<file path="config.mk">
export PLATFORM = sky130hd
export DESIGN_NAME = fb_ddr_sched
export DESIGN_NICKNAME = d
export VERILOG_FILES = /design/src/rtl/fb_pkg.sv /design/src/rtl/fb_sync_edge.sv /design/src/rtl/fb_ddr_sched.sv
export SDC_FILE = /design/constraint.sdc
export NUM_CORES = 1
export LEC_CHECK = 0
export CAP_MARGIN = 20
export CELL_PAD_IN_SITES_DETAIL_PLACEMENT = 0
export CELL_PAD_IN_SITES_GLOBAL_PLACEMENT = 2
export CORE_MARGIN = 10
export CORE_UTILIZATION = 25
export CTS_CLUSTER_SIZE = 30
export DETAILED_ROUTE_END_ITERATION = 10
export GPL_TIMING_DRIVEN = 0
export PLACE_DENSITY = 0.62
export SLEW_MARGIN = 10
export SYNTH_ARGS = -nofsm -noshare
export SYNTH_HDL_FRONTEND = slang
export SYNTH_SLANG_ARGS = --single-unit
</file>
<file path="constraint.sdc">
create_clock -name clk -period 2.65 [get_ports clk]
set_input_delay 0.265 -clock clk [delete_from_list [all_inputs] [get_ports clk]]
set_output_delay 0.265 -clock clk [all_outputs]
set_load 0.03 [all_outputs]
</file>
<file path="src/rtl/fb_pkg.sv">
// Shared types and defaults for the framebuffer DDR scheduler.
// Latency: none (declarations only).
// Backpressure: n/a.
package fb_pkg;

  // Default sizing; the scheduler takes these as parameter defaults
  localparam int DEF_BURST_LEN    = 256;
  localparam int DEF_FRAME_BURSTS = 2400;
  localparam int DEF_GAP_CYC      = 2;
  localparam int DEF_STARVE_MAX   = 4;

  // DDR address split: one buffer-select bit above a 14-bit burst index
  localparam int ADDR_W       = 15;
  localparam int IDX_W        = 14;
  localparam int ADDR_BUF_BIT = 14;

  // Burst pointers need one extra bit so "frame complete" (== FRAME_BURSTS) fits
  localparam int PTR_W = IDX_W + 1;

  typedef enum logic [2:0] {
    ST_IDLE = 3'd0,
    ST_CMD  = 3'd1,
    ST_ACK  = 3'd2,
    ST_DATA = 3'd3,
    ST_GAP  = 3'd4
  } state_t;

  function automatic logic [ADDR_W-1:0] pack_addr(input logic buf_sel,
                                                  input logic [IDX_W-1:0] idx);
    logic [ADDR_W-1:0] a;
    a = '0;
    a[ADDR_BUF_BIT] = buf_sel;
    a[IDX_W-1:0]    = idx;
    return a;
  endfunction

endpackage

</file>
<file path="src/rtl/fb_sync_edge.sv">
// Brings an asynchronous vsync into clk: 2-flop synchronizer, level and rising-edge pulse.
// Latency: level 2 clk after the async edge, one-cycle rise pulse alongside the first high level.
// Backpressure: none; a free-running observer of the input.
module fb_sync_edge (
  input  logic clk,
  input  logic rst,
  input  logic async_in,
  output logic level,
  output logic rise
);

  logic s1;
  logic s2;
  logic s3;

  // Two synchronizer stages plus one history flop for edge detection
  always_ff @(posedge clk or posedge rst) begin
    if (rst) begin
      s1 <= 1'b0;
      s2 <= 1'b0;
      s3 <= 1'b0;
    end else begin
      s1 <= async_in;
      s2 <= s1;
      s3 <= s2;
    end
  end

  assign level = s2;
  assign rise  = s2 & ~s3;

endmodule

</file>
<file path="src/rtl/fb_ddr_sched.sv">
// Shares one DDR controller port between capture writes and display reads, ping-pong frame buffers.
// Latency: eligibility in IDLE -> strobe next cycle; ack -> data window next cycle.
// Backpressure: ACK waits indefinitely on sys_rdyn; one burst in flight, reads win unless writes starve.
module fb_ddr_sched
  import fb_pkg::*;
#(
  parameter int BURST_LEN    = DEF_BURST_LEN,
  parameter int FRAME_BURSTS = DEF_FRAME_BURSTS,
  parameter int GAP_CYC      = DEF_GAP_CYC,
  parameter int STARVE_MAX   = DEF_STARVE_MAX
) (
  input  logic              clk,
  input  logic              rst,
  input  logic              init_done,
  input  logic              in_half,
  input  logic              out_half,
  input  logic              in_vsync,
  input  logic              out_vsync,
  input  logic              sys_rdyn,
  output logic [ADDR_W-1:0] sys_addr,
  output logic              sys_adsn,
  output logic              sys_r_wn,
  output logic              rd,
  output logic              wr,
  output logic              busy
);

  localparam int CNT_W = 16;
  localparam int ST_W  = $clog2(STARVE_MAX + 1);

  localparam logic [PTR_W-1:0] FRAME_END  = PTR_W'(FRAME_BURSTS);
  localparam logic [CNT_W-1:0] DATA_LAST  = CNT_W'(BURST_LEN - 1);
  localparam logic [CNT_W-1:0] GAP_LAST   = CNT_W'(GAP_CYC - 1);
  localparam logic [ST_W-1:0]  STARVE_LIM = ST_W'(STARVE_MAX);

  logic in_active;
  logic in_rise;
  logic out_active;
  logic out_rise;

  fb_sync_edge u_in_sync (
    .clk      (clk),
    .rst      (rst),
    .async_in (in_vsync),
    .level    (in_active),
    .rise     (in_rise)
  );

  fb_sync_edge u_out_sync (
    .clk      (clk),
    .rst      (rst),
    .async_in (out_vsync),
    .level    (out_active),
    .rise     (out_rise)
  );

  state_t           state;
  state_t           state_nxt;
  logic [CNT_W-1:0] cnt;
  logic [PTR_W-1:0] wr_ptr;
  logic [PTR_W-1:0] rd_ptr;
  logic             wbuf;
  logic             rbuf;
  logic             done_buf;
  logic [ST_W-1:0]  starve;
  logic             dir_read;
  logic             ptr_clr;

  logic we;
  logic re;
  logic grant_rd;
  logic grant_wr;
  logic grant;
  logic data_last;
  logic gap_last;
  logic burst_dir;
  logic clr_hit;

  logic adsn_nxt;
  logic rd_nxt;
  logic wr_nxt;
  logic busy_nxt;

  // Eligibility, arbitration and phase-end decode
  always_comb begin
    we        = in_active & in_half & (wr_ptr < FRAME_END);
    re        = out_active & ~out_half & (rd_ptr < FRAME_END);
    grant_rd  = (state == ST_IDLE) & init_done & re & ~(we & (starve >= STARVE_LIM));
    grant_wr  = (state == ST_IDLE) & init_done & we & ~grant_rd;
    grant     = grant_rd | grant_wr;
    data_last = (state == ST_DATA) && (cnt == DATA_LAST);
    gap_last  = (state == ST_GAP) && (cnt == GAP_LAST);
    // Direction of the burst being granted or already in flight
    burst_dir = grant ? grant_rd : dir_read;
    // A vsync edge that clears the pointer owned by that burst
    clr_hit   = (in_rise & ~burst_dir) | (out_rise & burst_dir);
  end

  // FSM state register
  always_ff @(posedge clk or posedge rst) begin
    if (rst) state <= ST_IDLE;
    else     state <= state_nxt;
  end

  // FSM next-state logic
  always_comb begin
    state_nxt = state;
    case (state)
      ST_IDLE: if (grant) state_nxt = ST_CMD;
      ST_CMD:  state_nxt = ST_ACK;
      ST_ACK:  if (!sys_rdyn) state_nxt = ST_DATA;
      ST_DATA: if (data_last) state_nxt = (GAP_CYC == 0) ? ST_IDLE : ST_GAP;
      ST_GAP:  if (gap_last) state_nxt = ST_IDLE;
      default: state_nxt = ST_IDLE;
    endcase
  end

  // FSM output decode, computed from the next state so the outputs can be registered
  always_comb begin
    adsn_nxt = (state_nxt != ST_CMD);
    rd_nxt   = (state_nxt == ST_DATA) & ~dir_read;
    wr_nxt   = (state_nxt == ST_DATA) & dir_read;
    busy_nxt = (state_nxt != ST_IDLE);
  end

  // Registered controller and FIFO strobes; command fields latch at grant
  always_ff @(posedge clk or posedge rst) begin
    if (rst) begin
      sys_adsn <= 1'b1;
      sys_r_wn <= 1'b1;
      sys_addr <= '0;
      rd       <= 1'b0;
      wr       <= 1'b0;
      busy     <= 1'b0;
    end else begin
      sys_adsn <= adsn_nxt;
      rd       <= rd_nxt;
      wr       <= wr_nxt;
      busy     <= busy_nxt;
      if (grant_rd) begin
        sys_r_wn <= 1'b1;
        sys_addr <= pack_addr(rbuf, rd_ptr[IDX_W-1:0]);
      end else if (grant_wr) begin
        sys_r_wn <= 1'b0;
        sys_addr <= pack_addr(wbuf, wr_ptr[IDX_W-1:0]);
      end
    end
  end

  // Beat / gap counter, restarted on every state change
  always_ff @(posedge clk or posedge rst) begin
    if (rst) begin
      cnt <= '0;
    end else if (state_nxt != state) begin
      cnt <= '0;
    end else if (state == ST_DATA || state == ST_GAP) begin
      cnt <= cnt + CNT_W'(1);
    end
  end

  // Burst direction, starvation guard and pointer-cleared-mid-burst flag
  always_ff @(posedge clk or posedge rst) begin
    if (rst) begin
      dir_read <= 1'b0;
      starve   <= '0;
      ptr_clr  <= 1'b0;
    end else begin
      if (grant) dir_read <= grant_rd;
      if (grant_wr) begin
        starve <= '0;
      end else if (grant_rd && we && (starve < STARVE_LIM)) begin
        starve <= starve + ST_W'(1);
      end
      if (grant) begin
        ptr_clr <= clr_hit;
      end else if (state != ST_IDLE && clr_hit) begin
        ptr_clr <= 1'b1;
      end
    end
  end

  // Write side: frame pointer advance and buffer swap on input vsync
  always_ff @(posedge clk or posedge rst) begin
    if (rst) begin
      wr_ptr   <= '0;
      wbuf     <= 1'b0;
      done_buf <= 1'b1;
    end else if (in_rise) begin
      wr_ptr <= '0;
      // Only a fully written frame is handed to the display side
      if (wr_ptr == FRAME_END) begin
        done_buf <= wbuf;
        wbuf     <= ~wbuf;
      end
    end else if (data_last && !dir_read && !ptr_clr) begin
      wr_ptr <= wr_ptr + PTR_W'(1);
    end
  end

  // Read side: pointer advance and pick up the last completed frame on output vsync
  always_ff @(posedge clk or posedge rst) begin
    if (rst) begin
      rd_ptr <= '0;
      rbuf   <= 1'b1;
    end else if (out_rise) begin
      rd_ptr <= '0;
      rbuf   <= done_buf;
    end else if (data_last && dir_read && !ptr_clr) begin
      rd_ptr <= rd_ptr + PTR_W'(1);
    end
  end

endmodule
</file>
==> reports/metrics.yaml, run 1 <==
status: "finished, final reports clean"
whs_ps: 248.9
hold_violations: 0
clk_pin_slew_ps: 70
wl_per_cell_um: 15.63
grt_use_total_pct: 10.42
rsz0062_at_grt: "yes"
fill_cells: 1746
nets: 484
seq_area_frac_synth_pct: 49.55
worst_pin_slew_ps: 681.7
fin_skew_ps: 9.604
min_period_ps: 2493
synth_edf_count: 0
rows: 47
die-area_um2: 22390
dp.cells: 675
coreArea_um2: 16520
drt-total-wl_mm: 10.86
arrival_ps: 2720
ant_nets: 0
fin_util_pct: 31.32
cts_tree: "yes"
required_ps: 2870
clock_sinks: 83
holdBufCountCts: 0
cp_max_fo: 10
gp_congestion: 0.8057
yosys_warnings: 0
port_buffers: 27
clock_path_buffers: 2
cts_made_buffers: 9
syn2layout_area_growth_pct: 23.17
hpwl_mm: 7.918
regArea_um2: 2083
r2r_cells: 6
clk_latency_ps: 350
max_cap_violations: 0
num_vias: 3231
period_share_pct: 94.08
ios: 28
htree_levels: 3
synth_fp_nets: 440
avgSynthCellArea_um2: 9.863
async_reset_ff_share_pct: 100.0
initial_core_util_pct: 25.43
diodes: 0
dp_slack_ps: -549.4
dieWidth_um: 149.6
fp.dieH_um: 149.6
first_iter_violations: 148
ys_dominant_reg_cell: "dfrtp_1"
slew_viol_final: 0
fin_cells: 695
power_density_nw_per_um2: 604.2
synth_cells: 426
syn-cell-area_um2: 4202
antenna_found_initial: 0
cts-root-buf: "clkbuf_16"
design_area_um2: 5175
hp-class: "in -> async"
dpl-instance-area_um2: 4781
drcViolationCount: 0
drtPass1Iterations: 4
synth.distinct_cells: 55
grt_overflow_total: 0
grt_start_max_net_pins: 56
synth_seq_cells: 83
grt_pass1_vias: 3353
p_leak_nw: 2.205
fin_ws_ps: 156.9
multi_input_area_um2: 1977
startpoint_type: "register"
cp-end-kind: "register"
setup_viol: 0
ir_drop_v: 0.0003180
drive_gt1_share_pct: 12.00
max_freq_ghz: 0.4011
critical_path_class: "reg -> reg"
grt_pass1_wl_mm: 18.22
viasPerCell: 4.649
slew_headroom_pct: 54.13
## area by class of cell
class                      count  share of cell area (%)
multi-input combinational    306                   38.20
timing repair buffer          33                   6.407
clock inverter                 6                   1.233
buffer                        22                   2.829
tap                          220                   5.319
inverter                      15                   1.136
sequential                    83                   40.26
clock buffer                  10                   4.618
## sequential cells by signal (all words and copies together), names as in the netlist, 3 cells and up
register	count
state	3
wr_ptr	15
sys_addr	15
starve	3
rd_ptr	15
cnt	16
## path summary, 6_finish.rpt
path	start	end	slack [ps]
setup reg to reg	cnt[12]	wr_ptr[13]	160
hold / removal	rst	starve[1]	250
min in group clk	u_in_sync.s1	u_in_sync.level	350
setup / recovery	cnt[12]	wr_ptr[13]	160
max in group asynchronous	rst	sys_r_wn	1750
hold reg to reg	u_in_sync.s1	u_in_sync.level	350
## cells by family (layout without fill, tap and decap cells)
kind of cell    after synthesis  in the layout  synth area share, %
fa+ha+maj                     6              6                1.787
compound gates               60             60                10.04
xor+xnor                     37             37                7.713
simple gates                196            196                24.42
mux                           7              7                1.727
buf+inv                      37             86                4.764
flops                        83             83                49.55
## critical path, stage by stage (launching register included)
cell and delay (ps):
dfrtp_1 430, or4_4 570, or4_4 600, buf_6 170, nor4_1 370, xnor2_1 160
nor2_1 50
## synth_stat cells, types with 2 or more instances
library cell / instances / area, um2
nand4b_1: 2 / 17.52
nor3_1: 16 / 80.08
dfrtp_1: 79 / 1977
and4_1: 3 / 26.28
nand3_1: 12 / 60.06
xor2_1: 15 / 131.4
nand4_1: 16 / 100.1
nor4b_1: 2 / 17.52
buf_6: 2 / 22.52
mux2i_1: 5 / 50.05
nand2_1: 52 / 195.2
o2111ai_1: 8 / 70.07
a21oi_1: 10 / 50.05
buf_2: 2 / 10.01
or3_1: 4 / 25.02
nor2b_1: 5 / 31.28
nor4_1: 9 / 56.30
and3_1: 4 / 25.02
nor3b_1: 3 / 22.52
and3b_1: 4 / 35.03
o21a_1: 4 / 30.03
dfstp_2: 4 / 105.1
xnor2_1: 22 / 192.7
a22oi_1: 13 / 97.59
o2111a_1: 2 / 22.52
and2_1: 6 / 37.54
clkbuf_1: 14 / 52.55
mux2_2: 2 / 22.52
or4_4: 3 / 33.78
o31ai_1: 2 / 15.01
inv_1: 15 / 56.30
ha_1: 6 / 75.07
nor2_1: 46 / 172.7
o21ai_0: 12 / 60.06
a2111oi_0: 2 / 17.52
## cell usage in the layout (no fill, tap or decap), types with 4 or more instances in the layout
cell and instances:
nor4_1 9, or3_1 4, ha_1 6, nand4_1 16, o21ai_0 12, o21a_1 4
nand2_1 52, a21oi_1 9, inv_1 14, o2111ai_1 6, xor2_1 15, clkdlybuf4s50_1 27
nor3_1 16, clkbuf_1 12, and3_1 4, dfrtp_1 78, or4_4 4, buf_4 5
nor2b_1 5, dfstp_2 4, mux2i_1 5, a22oi_1 13, xnor2_1 22, nand3_1 12
nor2_1 46, and2_1 6, and3b_1 4, clkbuf_16 9
## stage by stage
stage	power [mW]	TNS (ps)
3_5_place_dp	1.841	-14180
5_1_grt	3.314	-17.57
2_1_floorplan	1.711	0
3_3_place_gp	1.830	-123680
4_1_cts	3.154	0
6_report	3.127	0
## per-layer routing
metal / vias up / GRT usage, % / share of wire [%]
met3: 18 / 2.687 / 4.3
li1: 1591 / - / -
met5: - / 0 / 0
met1: 1568 / 12.71 / 45
met2: 54 / 17.03 / 49
met4: 0 / 4.465 / 2.3
## power breakdown
part / internal (mW) / switching, mW / total, mW
Combinational: 0.183 / 0.214 / 0.396
Sequential: 1.35 / 0.0977 / 1.45
Clock: 0.755 / 0.528 / 1.28
## timing repair
item / in CTS / in global routing
setup buffers: 0 / 4
setup endpoints to repair: 34 / 33
resized for setup: 4 / 10
pin swaps: 0 / 2
Power figures use the tool's default switching activity.
==> inputs of run 2 (changes only) <==
- SYNTH_HIERARCHICAL: unset -> 1
==> reports/metrics.yaml, run 2 <==
ios: 28
fin_skew_ps: 5.968
mostFrequentLayoutCell: "dfrtp_1"
ant_nets: 0
diodes: 0
hpwl_mm: 8.278
p_leak_nw: 2.057
rsz0062_at_grt: "no"
top_register: "cnt"
antenna_found_initial: 0
gp_congestion: 0.7844
synth.most_common_cell: "dfrtp_1"
ys_dominant_reg_cell: "dfrtp_1"
critical_path.top_delay_family: "simple AND/OR/NAND/NOR gates"
slew_viol_final: 0
drtPass1Iterations: 4
final_cell_mix: "79 x dfrtp_1, 55 x nor2_1, 44 x nand2_1"
grt_pass1_vias: 3462
fp.dieH_um: 149.9
cp_max_fo: 10
num_vias: 3300
synth_seq_cells: 83
arrival_ps: 2700
syn-cell-area_um2: 4215
yosys_warnings: 6
cp_num_buf_inv: 2
power_density_nw_per_um2: 637.4
worst_pin_slew_ps: 663.8
max_cap_violations: 0
setup_viol: 0
r2r_end: "cnt[0]"
dp_slack_ps: -736.2
status: "finished, final reports clean"
ys_top_cells_by_count: "79 x dfrtp_1, 56 x nor2_1, 44 x nand2_1, 22 x nand4_1, 21 x xnor2_1"
period_share_pct: 93.47
first_iter_violations: 204
rr_startpoint: "state[2]"
r2r_cells: 7
cts-root-buf: "clkbuf_16"
slew_headroom_pct: 55.70
wl_per_cell_um: 16.28
grt_start_max_net_pins: 47
async_reset_ff_share_pct: 100.0
syn2layout_area_growth_pct: 22.74
avgSynthCellArea_um2: 9.713
ir_drop_v: 0.0003466
die-area_um2: 22460
grt_use_total_pct: 10.69
power_switching_mw: 0.8823
hold_violations: 0
largest_register_ffs: 16
synth_edf_count: 0
crit_slowest_cell: "nor4b_4"
htree_levels: 3
ff2ff_setup_slack_ps: 170
grt_overflow_total: 0
intPower_mw: 2.415
rows: 47
worstSetupPathDepth: 7
nets: 485
tns_ps: 0
cts_tree: "yes"
initial_core_util_pct: 25.42
yosys.area.top_type: "dfrtp_1"
clk_latency_ps: 340
synth_fp_nets: 448
drt-total-wl_mm: 11.33
pwr-share-clk_pct: 44.0
required_ps: 2870
power_switching_share_pct: 26.76
synth_top_area_share_pct: 46.90
comb_power_share_pct: 11.9
drcViolationCount: 0
synth_cells: 434
synth.distinct_cells: 56
startpoint_type: "register"
grt_pass1_wl_mm: 18.83
p_seq_share_pct: 44.2
cts_made_buffers: 9
clk_pin_slew_ps: 60
min_period_ps: 2477
critical_path_class: "reg -> reg"
cp-startpoint: "state[2]"
crit_chain: "clkbuf_1 -> nor4b_4 -> o2111ai_1 -> nor2_4 -> o31a_1 -> buf_2 -> nor2_1"
clock_sinks: 83
endpoint: "cnt[0]"
dieWidth_um: 149.9
critPathMaxStageDelay_ps: 410
clock_path_buffers: 2
viasPerCell: 4.741
max_freq_ghz: 0.4037
coreArea_um2: 16580
fin_ws_ps: 173.2
cp-end-kind: "register"
hp-class: "in -> async"
synth_area_leaders: "dfrtp_1 47%, nor2_1 5.0%, xnor2_1 4.4%, nand2_1 3.9%, nand4_1 3.3%"
port_buffers: 27
drive_gt1_share_pct: 11.55
seq_area_frac_synth_pct: 49.39
-- run 2: changes by cell type after synthesis, sizes merged, moves of 6 or more --
| cell | change |
|---|---|
| a22oi | -13 |
| o211ai | +13 |
| nand4 | +6 |
| nor2 | +11 |
| nor3 | -7 |
| nand3 | +7 |
| nand2 | -8 |
-- run 2: worst min path at each step --
stage | startpoint | to | slack (ps) | depth (start not counted)
2_1_floorplan | rst | u_in_sync/level | 20 | 1
3_3_place_gp | u_out_sync/s1 | u_out_sync/level | 340 | 0
3_5_place_dp | u_out_sync/s1 | u_out_sync/level | 350 | 0
4_1_cts | rst | u_in_sync/s1 | 190 | 2
5_1_grt | rst | u_out_sync/s1 | 210 | 2
6_report | rst | u_in_sync/s1 | 190 | 2
-- run 2: cell type report --
| cell class | count | area (um2) |
|---|---|---|
| buffer | 17 | 80.08 |
| timing repair buffer | 28 | 297.8 |
| multi-input combinational | 312 | 2019 |
| clock buffer | 9 | 225.2 |
| clock inverter | 7 | 116.4 |
| sequential | 83 | 2082 |
| tap | 220 | 275.3 |
| fill | 1737 | 11410 |
| inverter | 20 | 77.57 |
-- run 2: timing repair --
action	4_1_cts	5_1_grt
hold endpoints to repair	0	0
resized for setup	5	4
hold buffers	0	0
setup endpoints to repair	32	21
setup buffers	0	0
pin swaps	0	1
-- run 2: metal layers --
layer | up-vias | global-route usage [%] | part of all wire, %
li1 | 1602 | - | -
met1 | 1649 | 13.46 | 46
met2 | 37 | 17.80 | 50
met3 | 12 | 2.264 | 3.2
met4 | 0 | 3.499 | 1.2
met5 | - | 0 | 0
-- run 2: kinds of logic after synthesis --
family	Yosys count	synth area share (%)
and+or+nand+nor	207	26.39
AOI/OAI and AO/OA	56	9.291
adders and majority gates	6	1.781
buffers and inverters	39	3.829
muxes	9	2.256
DFF	83	49.39
xor gates and xnor gates	34	7.065
-- run 2: worst reg2reg max path, stage by stage (launching register included) --
cell and delay [ps]:
dfrtp_1 370, clkbuf_1 220, nor4b_4 410, o2111ai_1 330
nor2_4 290, o31a_1 370, buf_2 290, nor2_1 80
-- run 2: stage by stage --
stage / std cells / utilization (%) / hold WS (ps) / power (mW) / area [um2]
2_1_floorplan: 434 / - / 18.64 / 1.723 / 4215
5_1_grt: 696 / 31.20 / 211.6 / 3.461 / 5174
3_3_place_gp: 681 / 28.71 / 339.3 / 1.863 / 4761
4_1_cts: 698 / 31.09 / 188.9 / 3.348 / 5155
6_report: 696 / 31.20 / 193.5 / 3.298 / 5174
3_5_place_dp: 682 / 28.89 / 346.4 / 1.878 / 4791
-- run 2: power groups by stage --
| stage | logic [mW] | clock network (mW) | registers [mW] |
|---|---|---|---|
| 2_1_floorplan | 0.257 | 0 | 1.47 |
| 3_3_place_gp | 0.388 | 0 | 1.48 |
| 3_5_place_dp | 0.399 | 0 | 1.48 |
| 4_1_cts | 0.403 | 1.49 | 1.46 |
| 5_1_grt | 0.437 | 1.56 | 1.47 |
| 6_report | 0.392 | 1.45 | 1.46 |
==> inputs of run 3 (changes only) <==
- CORE_MARGIN: 10 -> 2
- SLEW_MARGIN: 10 -> unset
==> reports/metrics.yaml, run 3 (synthesized netlist as in run 2, its figures left out) <==
final_cell_mix: "79 x dfrtp_1, 56 x nor2_1, 44 x nand2_1"
port_buffers: 27
crit_chain: "clkbuf_1 -> nand3b_1 -> nor4_1 -> nand3_1 -> nor2b_1 -> mux2_2"
drtPass1Iterations: 4
max_freq_ghz: 0.3956
cts_tree: "yes"
cp_num_buf_inv: 1
p_leak_nw: 2.023
fin_skew_ps: 7.799
first_iter_violations: 117
top_register: "cnt"
clock_sinks: 83
grt_pass1_vias: 3447
critical_path.top_delay_family: "simple AND/OR/NAND/NOR gates"
dieWidth_um: 133.9
ir_drop_v: 0.0002933
rsz0062_at_grt: "yes"
grt_overflow_total: 0
fin_util_pct: 30.88
die-area_um2: 17920
cp_max_fo: 10
nets: 488
slew_viol_final: 0
gp_congestion: 0.7662
whs_ps: 200.3
crit_slowest_cell: "nor4_1"
cts-root-buf: "clkbuf_16"
critical_path_class: "reg -> reg"
arrival_ps: 2750
critPathMaxStageDelay_ps: 700
rows: 47
ant_nets: 0
drcViolationCount: 0
setup_viol: 0
grt_use_total_pct: 13.16
rr_startpoint: "state[2]"
drt-total-wl_mm: 11.06
fin_cells: 699
grt_start_max_net_pins: 42
cp-startpoint: "state[2]"
diodes: 0
multi_input_area_um2: 2001
slew_headroom_pct: 51.76
max_cap_violations: 0
regArea_um2: 2082
hpwl_mm: 8.040
min_period_ps: 2528
grt_pass1_wl_mm: 18.19
cp-end-kind: "register"
period_share_pct: 95.38
initial_core_util_pct: 25.51
required_ps: 2870
largest_register_ffs: 16
num_vias: 3270
clock_path_buffers: 2
syn2layout_area_growth_pct: 21.04
dp.cells: 682
drive_gt1_share_pct: 11.27
startpoint_type: "register"
worst_pin_slew_ps: 717.0
dpl-instance-area_um2: 4783
ios: 28
mostFrequentLayoutCell: "dfrtp_1"
clk_pin_slew_ps: 60
viasPerCell: 4.678
design_area_um2: 5102
ff2ff_setup_slack_ps: 120
holdBufCountCts: 0
wl_per_cell_um: 15.82
antenna_found_initial: 0
total_power_mw: 3.021
coreArea_um2: 16520
clk_latency_ps: 340
hp-class: "in -> async"
fill_cells: 1702
hold_violations: 0
fp.dieH_um: 133.9
status: "finished, final reports clean"
cts_made_buffers: 9
power_density_nw_per_um2: 592.0
htree_levels: 3
run 3: cell count changes in the layout (fill, tap and decap cells not counted), sizes merged:
cell | previous run | this run
clkinv | 3 | 2
inv | 20 | 21
clkinvlp | 1 | 4
clkbuf | 18 | 19
bufinv | 3 | 0
buf | 9 | 11
run 3: cell type report:
| class | count | share of cell area (%) |
|---|---|---|
| Inverter | 20 | 1.520 |
| Clock buffer | 9 | 4.414 |
| Timing Repair Buffer | 30 | 5.983 |
| Buffer | 18 | 1.643 |
| Sequential cell | 83 | 40.80 |
| Tap cell | 220 | 5.395 |
| Clock inverter | 7 | 1.030 |
| Multi-Input combinational cell | 312 | 39.21 |
run 3: worst register-to-register path: cells and delay by family (launching register included):
kind / cells / cell delay [ps]
buffers and inverters: 1 / 220
DFF: 1 / 370
muxes: 1 / 340
and+or+nand+nor: 4 / 1490
run 3: stage by stage:
stage,TNS (ps),setup WS (ps)
4_1_cts,0,4.524
6_report,0,122.3
3_3_place_gp,-102080,-1148
3_5_place_dp,-18170,-694.7
5_1_grt,-413.7,-114.7
2_1_floorplan,0,424.9
run 3: repair_timing:
action	4_1_cts	5_1_grt
buffers inserted	0	2
gates resized for setup	4	1
setup endpoints to repair	32	21
pin swaps	0	1
run 3: path summary, 6_finish.rpt:
check                                        end  depth (start not counted)
min in group clk                u_out_sync/level                          0
worst max-delay path                  rd_ptr[12]                          6
max in group asynchronous               sys_adsn                          3
worst min-delay path                u_in_sync/s1                          2
worst max register to register        rd_ptr[12]                          6
worst min register to register  u_out_sync/level                          0
run 3: metal layers:
metal / wire (um) / share of wire (%) / global-route usage [%] / up-vias
li1: - / - / - / 1605
met1: 5253 / 47 / 16.85 / 1619
met2: 5281 / 48 / 21.57 / 33
met4: 259 / 2.3 / 4.551 / 0
met5: 0 / 0 / 0 / -
met3: 266 / 2.4 / 3.439 / 13
run 3: power breakdown:
part / leakage, nW / switching, mW / internal, mW / total (mW)
clock: 0.124 / 0.541 / 0.638 / 1.18
sequential: 1.09 / 0.102 / 1.35 / 1.45
combinational: 0.810 / 0.245 / 0.146 / 0.390
==> RTL edit 1 (flow settings as in run 1) <==
The package constant `ADDR_W` goes from 15 to 16.
--- a/src/rtl/fb_pkg.sv
+++ b/src/rtl/fb_pkg.sv
@@ -10,7 +10,7 @@
   localparam int DEF_STARVE_MAX   = 4;
 
   // DDR address split: one buffer-select bit above a 14-bit burst index
-  localparam int ADDR_W       = 15;
+  localparam int ADDR_W       = 16;
   localparam int IDX_W        = 14;
   localparam int ADDR_BUF_BIT = 14;
 
Interface: changed (resized sys_addr); port bits go from 28 to 29. No check against the original RTL was run, so the function may have changed too.
==> RTL edit 1 against run 1 <==
  * Total power rose by 8.3%
  * Die area down 0.11%
  * Cell area shrank 0.46%
  * Largest cell class unchanged
  * Critical path depth stayed put
  * Setup slack got worse by 0.065 ns
  * Count of clock-buffer cells in the layout is 1 higher
  * Sequential cell count unchanged
  * Critical path type unchanged
  * Routed wire length grew 5.2%
  * Area after synthesis decreased by 0.12%
  * Largest power group unchanged
  * Highest routed layer unchanged
==> RTL edit 1: results (changes against run 1) <==
| Metric | Value |
|---|---|
| Status | `completed (unchanged)` |
| Gr usage total | `0.107 (was 0.104)` |
| Layout Skew | `0.0107 ns (was 0.00960 ns)` |
| Detailed Route WL | `11,400 um (was 10,900 um)` |
| Nets | `500 (was 484)` |
| Layout cell share with drive strength beyond 1 | `0.102 (was 0.120)` |
| Synth area leaders | `dfrtp_1, nor2_1, nand2_1 (was dfrtp_1, nand2_1, xnor2_1)` |
| R2R Setup Slk | `0.09 ns (was 0.16 ns)` |
| Synth Area in Compound Gates | `0.0954 (was 0.100)` |
| Maximum number of pins on one net before global-route repair | `47 (was 56)` |
| Worst Path Max Fanout | `9 (was 10)` |
| Final HPWL DP | `8100 um (was 7920 um)` |
| Area after DPL | `4770 um2 (was 4780 um2)` |
| LEAKAGE | `2.28 nW (was 2.21 nW)` |
| Syn Area/Cell | `9.47 um2 (was 9.86 um2)` |
| First-pass GRT wire length | `19,000 um (was 18,200 um)` |
| Maximum vdd drop | `0.000280 V (was 0.000318 V)` |
| Starting DRT DRC Count | `186 (was 148)` |
| Worst rel slew slack | `0.445 (was 0.541)` |
| Synth Area in Adders | `0.0179 (about the same)` |
| Crit. Startpoint | `cnt[11]$_DFFE_PP0P_ (was cnt[12]$_DFFE_PP0P_)` |
| Crit path capture | `rd_ptr[13]$_DFFE_PP0P_ (was wr_ptr[13]$_DFFE_PP0P_)` |
| Post-Route Hold Slack | `0.317 ns (was 0.249 ns)` |
| Post-Syn Nets | `457 (was 440)` |
| Most frequent cells after synthesis | `dfrtp_1, nor2_1, nand2_1 (was dfrtp_1, nand2_1, nor2_1)` |
| Vias in the first global route | `3,426 (was 3,353)` |
| Vias/cell | `4.71 (was 4.65)` |
| Post-synthesis sequential area ratio | `0.496 (about the same)` |
| Multiplexer share of the synthesized area | `0.0203 (was 0.0173)` |
| Final min period | `2.56 ns (was 2.49 ns)` |
| Final std cells w/o fill | `711 (was 695)` |
RTL edit 1: layout make-up:
class,count,area [um2]
well taps,220,275
fillers,1746,11400
repair buffers,33,335
flip-flops and latches,83,2080
plain buffers,21,93.8
clock buffers,11,253
inverters,16,62.6
multi-input cells,322,2010
clock inverters,5,37.5
RTL edit 1: repair_timing:
item,in CTS,in global routing
pin swaps,1,3
gates resized for setup,6,6
setup buffers,2,3
setup endpoints to repair,38,29
RTL edit 1: metal layers:
metal	up-vias	global-route usage	routed length [um]
li1	1645	-	-
met1	1662	0.138	5480
met2	28	0.170	5450
met3	13	0.0217	302
met4	0	0.0461	197
met5	-	0	0
RTL edit 1: critical path, cell delays in order (launching register included):
cell and delay (ns):
dfrtp_1 0.43, or4_4 0.60, or4_4 0.50, buf_6 0.16, nor2_1 0.21, and3_1 0.21
mux2_2 0.33
RTL edit 1: report_power, final:
part           total [mW]  internal [mW]  switching (mW)
Combinational       0.618          0.263           0.355
Clock                1.24          0.689           0.555
Sequential           1.52           1.40           0.128
==> RTL edit 2 (config.mk and constraints of run 1) <==
Without the edit above. Reset style: synchronous (`rst`), changed in 7 clocked blocks. Comments in the files are not updated.
--- a/src/rtl/fb_sync_edge.sv
+++ b/src/rtl/fb_sync_edge.sv
@@ -14,7 +14,7 @@
   logic s3;
 
   // Two synchronizer stages plus one history flop for edge detection
-  always_ff @(posedge clk or posedge rst) begin
+  always_ff @(posedge clk) begin
     if (rst) begin
       s1 <= 1'b0;
       s2 <= 1'b0;
--- a/src/rtl/fb_ddr_sched.sv
+++ b/src/rtl/fb_ddr_sched.sv
@@ -97,7 +97,7 @@
   end
 
   // FSM state register
-  always_ff @(posedge clk or posedge rst) begin
+  always_ff @(posedge clk) begin
     if (rst) state <= ST_IDLE;
     else     state <= state_nxt;
   end
@@ -124,7 +124,7 @@
   end
 
   // Registered controller and FIFO strobes; command fields latch at grant
-  always_ff @(posedge clk or posedge rst) begin
+  always_ff @(posedge clk) begin
     if (rst) begin
       sys_adsn <= 1'b1;
       sys_r_wn <= 1'b1;
@@ -148,7 +148,7 @@
   end
 
   // Beat / gap counter, restarted on every state change
-  always_ff @(posedge clk or posedge rst) begin
+  always_ff @(posedge clk) begin
     if (rst) begin
       cnt <= '0;
     end else if (state_nxt != state) begin
@@ -159,7 +159,7 @@
   end
 
   // Burst direction, starvation guard and pointer-cleared-mid-burst flag
-  always_ff @(posedge clk or posedge rst) begin
+  always_ff @(posedge clk) begin
     if (rst) begin
       dir_read <= 1'b0;
       starve   <= '0;
@@ -180,7 +180,7 @@
   end
 
   // Write side: frame pointer advance and buffer swap on input vsync
-  always_ff @(posedge clk or posedge rst) begin
+  always_ff @(posedge clk) begin
     if (rst) begin
       wr_ptr   <= '0;
       wbuf     <= 1'b0;
@@ -198,7 +198,7 @@
   end
 
   // Read side: pointer advance and pick up the last completed frame on output vsync
-  always_ff @(posedge clk or posedge rst) begin
+  always_ff @(posedge clk) begin
     if (rst) begin
       rd_ptr <= '0;
       rbuf   <= 1'b1;
Formal check against the unedited RTL: differs if rst is asserted again (counterexample within 4 cycles, from zero or initial values and one cycle with rst high); with rst held inactive, the same outputs for 10 cycles.
==> RTL edit 2 against run 1 <==
  * Non-clock buffer count fell by 2
  * Cell area fell by 6.2%
  * Routed wire length rose by 5.7%
  * Via count rose by 2.2%
  * Die area fell by 3.8%
  * First-iteration DRC count rose by 25%
  * Sequential cell count did not move
  * Area after synthesis fell by 4.4%
  * Setup slack improved by 0.21 ns
Power is not compared: it rests on default switching activity, and its combinational part moved more than twofold at a synthesized area within 25%.
==> RTL edit 2: results (changes against run 1) <==
| Metric | Value |
|---|---|
| Detailed Route WL | `11,500 um (was 10,900 um)` |
| Initial antenna violation count | `0 (unchanged)` |
| LEAKAGE | `1.57 nW` |
| Cells after DPL | `682 (was 675)` |
| Final HPWL DP | `8470 um (was 7920 um)` |
| Top reg by flops | `cnt (unchanged)` |
| Post-Syn Nets | `453 (was 440)` |
| Post-synthesis sequential area ratio | `0.414 (was 0.496)` |
| Maximum number of pins on one net before global-route repair | `13 (was 56)` |
| Routability cong. | `0.776 (was 0.806)` |
| Met3 wire length | `381 um (was 466 um)` |
| CTS Buf Count | `9 (unchanged)` |
| Maximum vdd drop | `0.000252 V` |
| Syn Area/Cell | `9.15 um2 (was 9.86 um2)` |
| Total power | `2.66 mW` |
| Netlist cell types | `57 (was 55)` |
| First-pass GRT wire length | `18,700 um (was 18,200 um)` |
| Status | `completed (unchanged)` |
| Most frequent cells after synthesis | `dfxtp_1, nor2_1, nor3_1 (was dfrtp_1, nand2_1, nor2_1)` |
| Synth area leaders | `dfxtp_1, xnor2_1, nor2_1 (was dfrtp_1, nand2_1, xnor2_1)` |
| Post-cts repair resize count | `0 (was 4)` |
| FF-to-FF path depth | `7 (was 6)` |
| Met3 usage | `0.0313 (was 0.0269)` |
| Top FF cell, synth | `dfxtp_1 (was dfrtp_1)` |
| Metal-1 WL | `5700 um (was 4860 um)` |
| Worst EP arrival | `2.51 ns (was 2.72 ns)` |
| Worst Hold Class | `reg2reg (was in2async)` |
| Final std cells w/o fill | `697 (was 695)` |
| Met1 Resource Use GR | `0.142 (was 0.127)` |
| Layout Skew | `0.00760 ns (was 0.00960 ns)` |
| Worst Tran Pin Value | `0.716 ns (was 0.682 ns)` |
| Nets | `491 (was 484)` |
| Setup bufs post-CTS | `0 (unchanged)` |
| Wire length on met2 | `5300 um (was 5280 um)` |
| Starting DRT DRC Count | `185 (was 148)` |
| DP Worst Slack | `0.100 ns (was -0.549 ns)` |
| Maximum root-to-sink buffer count | `2 (unchanged)` |
| Async S/R FF share, synth | `0 (was 1.00)` |
| Ant. Diodes | `0 (unchanged)` |
| Seq pwr | `1.27 mW` |
| Total number of vias | `3,301 (was 3,231)` |
| Gr usage total | `0.110 (was 0.104)` |
| Met2 usage | `0.171 (was 0.170)` |
| Area after DPL | `4560 um2 (was 4780 um2)` |
| Layout cell share with drive strength beyond 1 | `0.0977 (was 0.120)` |
| CTS Root Cell | `clkbuf_16 (unchanged)` |
## RTL edit 2: changes by cell type after synthesis, moves of 6 or more
cell       delta
nor2_1       +10
xnor2_1       +7
dfxtp_1      +83
nor4_2        +7
nand2_1      -37
o2111ai_1     -6
nor3_1       +17
a22oi_1      -12
mux2i_1       +8
dfrtp_1      -79
a211oi_1     +15
## RTL edit 2: critical path, cell delays in order, from the launching register on
cell	delay [ns]
dfxtp_1	0.33
nor4_1	0.65
nand3_2	0.21
a211o_1	0.28
buf_6	0.15
a31oi_4	0.29
buf_6	0.20
nor3_1	0.06
## RTL edit 2: cells by family (layout without fill, tap and decap cells)
family / count (synthesis) / count (layout) / synth area share
simple gates: 196 / 196 / 0.284
fa+ha+maj: 6 / 6 / 0.0187
mux: 13 / 13 / 0.0324
compound gates: 60 / 60 / 0.116
xor+xnor: 39 / 39 / 0.0850
buf+inv: 42 / 84 / 0.0511
flops: 83 / 83 / 0.414
## RTL edit 2: final cells by class
cell class	instances	area (um2)
plain buffers	26	145
flip-flops and latches	83	1660
clock buffers	13	260
clock inverters	2	35.0
well taps	216	270
inverters	16	60.1
fillers	1671	11000
repair buffers	27	270
multi-input cells	314	2150
## RTL edit 2: final timing paths
| kind | from | end | slack (ns) |
|---|---|---|---|
| max | rd_ptr[12]$_SDFFE_PP0P_ | cnt[5]$_SDFFE_PP0P_ | 0.36 |
| min | u_out_sync.s1$_SDFF_PP0_ | u_out_sync.level$_SDFF_PP0_ | 0.43 |
| max reg2reg | rd_ptr[12]$_SDFFE_PP0P_ | cnt[5]$_SDFFE_PP0P_ | 0.36 |
| min reg2reg | u_out_sync.s1$_SDFF_PP0_ | u_out_sync.level$_SDFF_PP0_ | 0.43 |
